### config.mk
export PLATFORM = sky130hd
export DESIGN_NAME = pos_decode_32bit
export DESIGN_NICKNAME = d
export VERILOG_FILES = /design/src/rtl/pos_decode_32bit.sv
export SDC_FILE = /design/constraint.sdc
export NUM_CORES = 1
export LEC_CHECK = 0
export CAP_MARGIN = 30
export CORE_MARGIN = 2
export CORE_UTILIZATION = 54
export CTS_BUF_LIST = sky130_fd_sc_hd__clkbuf_2
export DETAILED_ROUTE_END_ITERATION = 8
export MAX_ROUTING_LAYER = met4
export PLACE_DENSITY = 0.87
export SLEW_MARGIN = 20
export SYNTH_ARGS = -nofsm -noshare
export SYNTH_HDL_FRONTEND = slang
export SYNTH_SLANG_ARGS = --single-unit
### constraint.sdc
create_clock -name clk -period 3.8 [get_ports clk]
set_clock_uncertainty 0.05 [all_clocks]
set_input_delay 0.57 -clock clk [delete_from_list [all_inputs] [get_ports clk]]
set_output_delay 0.57 -clock clk [all_outputs]
set_load 0.01 [all_outputs]
### src/rtl/pos_decode_32bit.sv
// rtl/pos_decode_32bit.sv - two-stage MSB-position to one-hot decoder with valid/ready flow control
// Optional output_mask (thermometer code) enabled by defining THERMO_MASK_EN.
module pos_decode_32bit #(
    parameter int ERR_CNT_W = 8
) (
    input  logic                 clk,
    input  logic                 rst,
    input  logic                 in_valid,
    output logic                 in_ready,
    input  logic [5:0]           input_pos,
    output logic                 out_valid,
    input  logic                 out_ready,
    output logic [31:0]          output_num,
    output logic                 out_err,
    output logic [ERR_CNT_W-1:0] err_count
`ifdef THERMO_MASK_EN
    ,
    output logic [31:0]          output_mask
`endif
);

    logic                 s1_valid_q, s1_valid_d;
    logic [5:0]           s1_code_q, s1_code_d;
    logic                 s2_valid_q, s2_valid_d;
    logic [31:0]          num_q, num_d;
    logic                 err_q, err_d;
    logic [ERR_CNT_W-1:0] cnt_q, cnt_d;

    logic        s2_adv;
    logic        xfer_in;
    logic        code_illegal;
    logic [31:0] dec_num;

    // S2 drains when empty or consumed; S1 moves into S2 on the same condition.
    assign s2_adv   = !s2_valid_q || out_ready;
    assign in_ready = !s1_valid_q || s2_adv;
    assign xfer_in  = in_valid && in_ready;

    assign code_illegal = (s1_code_q > 6'd32);
    assign dec_num      = (s1_code_q == 6'd0 || code_illegal) ? 32'h0
                                                              : (32'h1 << (s1_code_q - 6'd1));

`ifdef THERMO_MASK_EN
    logic [31:0] mask_q, mask_d;
    logic [31:0] dec_mask;

    // Shifting all-ones by 32 yields zero, so code 32 inverts to a full mask.
    assign dec_mask = code_illegal ? 32'h0 : ~(32'hFFFF_FFFF << s1_code_q);

    always_comb begin
        mask_d = mask_q;
        if (s2_adv && s1_valid_q) begin
            mask_d = dec_mask;
        end
    end

    always_ff @(posedge clk or posedge rst) begin
        if (rst) begin
            mask_q <= 32'h0;
        end else begin
            mask_q <= mask_d;
        end
    end

    assign output_mask = mask_q;
`endif

    always_comb begin
        s1_valid_d = s1_valid_q;
        s1_code_d  = s1_code_q;
        if (xfer_in) begin
            s1_valid_d = 1'b1;
            s1_code_d  = input_pos;
        end else if (s2_adv) begin
            s1_valid_d = 1'b0;
        end
    end

    always_comb begin
        s2_valid_d = s2_valid_q;
        num_d      = num_q;
        err_d      = err_q;
        cnt_d      = cnt_q;
        if (s2_adv) begin
            s2_valid_d = s1_valid_q;
            if (s1_valid_q) begin
                num_d = dec_num;
                err_d = code_illegal;
                if (code_illegal && cnt_q != {ERR_CNT_W{1'b1}}) begin
                    cnt_d = cnt_q + 1'b1;
                end
            end
        end
    end

    always_ff @(posedge clk or posedge rst) begin
        if (rst) begin
            s1_valid_q <= 1'b0;
            s1_code_q  <= 6'd0;
            s2_valid_q <= 1'b0;
            num_q      <= 32'h0;
            err_q      <= 1'b0;
            cnt_q      <= '0;
        end else begin
            s1_valid_q <= s1_valid_d;
            s1_code_q  <= s1_code_d;
            s2_valid_q <= s2_valid_d;
            num_q      <= num_d;
            err_q      <= err_d;
            cnt_q      <= cnt_d;
        end
    end

    assign out_valid  = s2_valid_q;
    assign output_num = num_q;
    assign out_err    = err_q;
    assign err_count  = cnt_q;

endmodule

==> results.ini <==
[layout]
final_cells = 281
filler_cell_count = 296
finalNetCount = 243
postLayoutCellArea_sq_mm = 0.00267
area_delta_synth_final_pct = 31.1
mostFrequentLayoutCell = clkdlybuf4s50_1
drive_gt1_frac = 0.103
antenna_cells = 0
layout_common_cells = 52 x clkdlybuf4s50_1, 49 x dfrtp_1, 34 x nand2_1, 24 x o21ai_0

[cts]
cts_setup_buffers = 0
clk_root_buffer_cell = clkbuf_2
cts-buffers-inserted = 5
level_count_of_the_clock_h_tree = 2
cts_max_path_buffers = 2
cts_resized = 0
clkSinkCount = 49
clock_latency_ns = 0.42
cts.reportedPaths.clkPinSlew_ns = 0.23
cts_hold_buffers = 0
tritoncts = done

[grt]
antenna_found_initial = 0
grt_pass1_vias = 1407
wire_length_of_the_first_global_routing_pass_um = 6740
grt_max_degree = 50
global_route.usage.total = 0.217
globalRouteOverflowTotal = 0

[pwr]
power_leakage_uw = 0.00113
power.share.clock = 0.237
power_per_cell_area_mw_per_mm2 = 443
vdd_ir_drop_max_mv = 0.410
power_frac_seq = 0.540
design_power_total_uw = 1180
internal-power_uw = 829
total_switching_power_uw = 352
combPwrFrac = 0.223
power_switching_share = 0.298

[synthesis]
yosysUniqueCellTypes = 32
syn-mean-instance-area_sq_um = 11.3
synth_area_sq_mm = 0.00203
synth-async-reset-ratio = 1.00
seq_area_frac_synth = 0.603
synth_seq_cells = 49
top_ff_cell_synth = dfrtp_1
count_of_flip_flops_with_a_built_in_enable_after_synthesis = 0
yosysWarningCount = 0
synthCells = 180
synthesis.nets = 191

[place]
detailed_place.area_sq_mm = 0.00258
numPortBuffers = 52
place.detailed.instances = 272
dpl.hpwl_um = 2880
final_weighted_congestion_in_routability_driven_placement = 0.766

[worst_setup_path]
critPathKind = in2out
critical_path_peak_fanout = 3
critPathSlowestCell = clkdlybuf4s50_1
critPathCaptureType = primary output
crit_path_frequent_cell = clkdlybuf4s50_1
timing.critical_path.slowest_cell_delay_ns = 0.55
critPathRequiredTime_ns = 3.18
worstPathCellList = clkdlybuf4s50_1 -> nand3b_1 -> clkdlybuf4s50_1
timing.critical_path.arrival_ns = 1.73
largest_delay_contributor_family_on_the_critical_path = buffers and inverters
start_kind = input port
cp_num_buf_inv = 2

[sta]
final.min_clock_period_ns = 2.35
finalMaxSlewViolations = 0
worst_slew_margin_rel = 0.560
max_slew.worst_pin.slew_ns = 0.651
setup_viol = 0
final.period_utilization = 0.619
fin_hold_ws_ns = 0.313
timing.setup.tns_ns = 0
finalHoldViolCount = 0
rsz0062_at_grt = false
fmax_ghz = 0.425

[floorplan]
die_w_um = 65.4
rows = 22
io_pins = 53
die_area_sq_mm = 0.00427
coreArea_sq_mm = 0.00363
start_util = 0.560
die_y_um = 65.4

[flow_run]
max-cap-violations = 0

[drt]
detailedRoute.firstPassIterationCount = 4
wl_per_cell_um = 14.0
drc_errors = 0
vias_per_cell = 5.40
iteration_0_drc_count_of_the_detailed_router = 123
postRouteAntennaNets = 0
wirelength_um = 3930
detailed_route_via_count = 1518

[run_status]
status = complete, no violations

[worst_hold_path]
hp-class = in2async

## synthesized netlist by cell type, types with 2 or more instances
cell type,n,share of area
nand3_1,4,0.0098
clkbuf_1,4,0.0074
nor3_1,3,0.0074
dfrtp_1,49,0.60
a32o_1,2,0.0098
o21ai_0,24,0.059
nand2_1,34,0.063
buf_2,4,0.0098
mux2_2,6,0.033
nor2_1,5,0.0092
inv_1,2,0.0037
nor2b_1,3,0.0092
nor4_1,2,0.0061
a22o_1,5,0.022
nand4b_1,3,0.013
and2_1,2,0.0061
nand4_1,3,0.0092
nand2b_1,6,0.018
mux2_4,2,0.015
xor2_1,5,0.022
## sequential cells by signal, indices dropped and copies added, names as in the netlist
signal and flops:
output_num 32, err_count 8, out_valid 1, out_err 1
s1_code_q 6, s1_valid_q 1
## logic make-up (layout without fill, tap and decap cells)
family	Yosys count	count (layout)	synth area share
AOI/OAI and AO/OA	34	34	0.111
muxes	8	8	0.0480
DFF	49	49	0.603
xor gates and xnor gates	6	6	0.0258
and+or+nand+nor	71	71	0.180
buffers and inverters	11	64	0.0264
adders and majority gates	1	1	0.00615
## per-layer routing
| layer | GRT usage | vias up | part of all wire |
|---|---|---|---|
| met5 | - | - | 0 |
| met1 | 0.279 | 742 | 0.46 |
| met3 | 0.0565 | 6 | 0.039 |
| li1 | - | 732 | - |
| met4 | 0.0703 | 0 | 0.016 |
| met2 | 0.342 | 38 | 0.49 |
## worst paths after layout
kind / startpoint / endpoint / slack [ns] / cells after the start
max in group asynchronous: rst / out_valid / 2.92 / 3
worst min register to register: output_num[9] / output_num[9] / 0.46 / 2
worst min-delay path: rst / output_num[14] / 0.31 / 2
worst max register to register: s1_code_q[2] / output_num[11] / 1.79 / 4
worst max-delay path: out_ready / in_ready / 1.45 / 3
min in group clk: output_num[9] / output_num[9] / 0.46 / 2
## worst register-to-register path: cells and delay by family, from the launching register on
kind / cells / cell delay (ns)
and+or+nand+nor: 2 / 0.97
AOI/OAI and AO/OA: 1 / 0.25
DFF: 1 / 0.55
xor gates and xnor gates: 1 / 0.15
## power groups by stage
| stage | combinational (uW) | clock [uW] | sequential, uW |
|---|---|---|---|
| global placement | 257 | 0 | 645 |
| floorplan | 142 | 0 | 646 |
| detailed placement | 263 | 0 | 648 |
| CTS | 263 | 281 | 638 |
| finish | 263 | 280 | 638 |
| global route | 292 | 308 | 651 |
## final cells by class
class	count	area, sq um	area share
well taps	48	60.1	0.0225
multi-input cells	120	754	0.283
clock inverters	3	46.3	0.0174
flip-flops and latches	49	1230	0.460
repair buffers	54	548	0.205
inverters	2	7.51	0.00281
clock buffers	5	25.0	0.00938
## stage by stage
stage	worst slack [ns]	utilization
floorplan	1.92	-
global placement	1.42	0.709
detailed placement	1.19	0.709
CTS	1.45	0.729
global route	1.40	0.734
finish	1.45	0.734
Power figures use the tool's default switching activity.
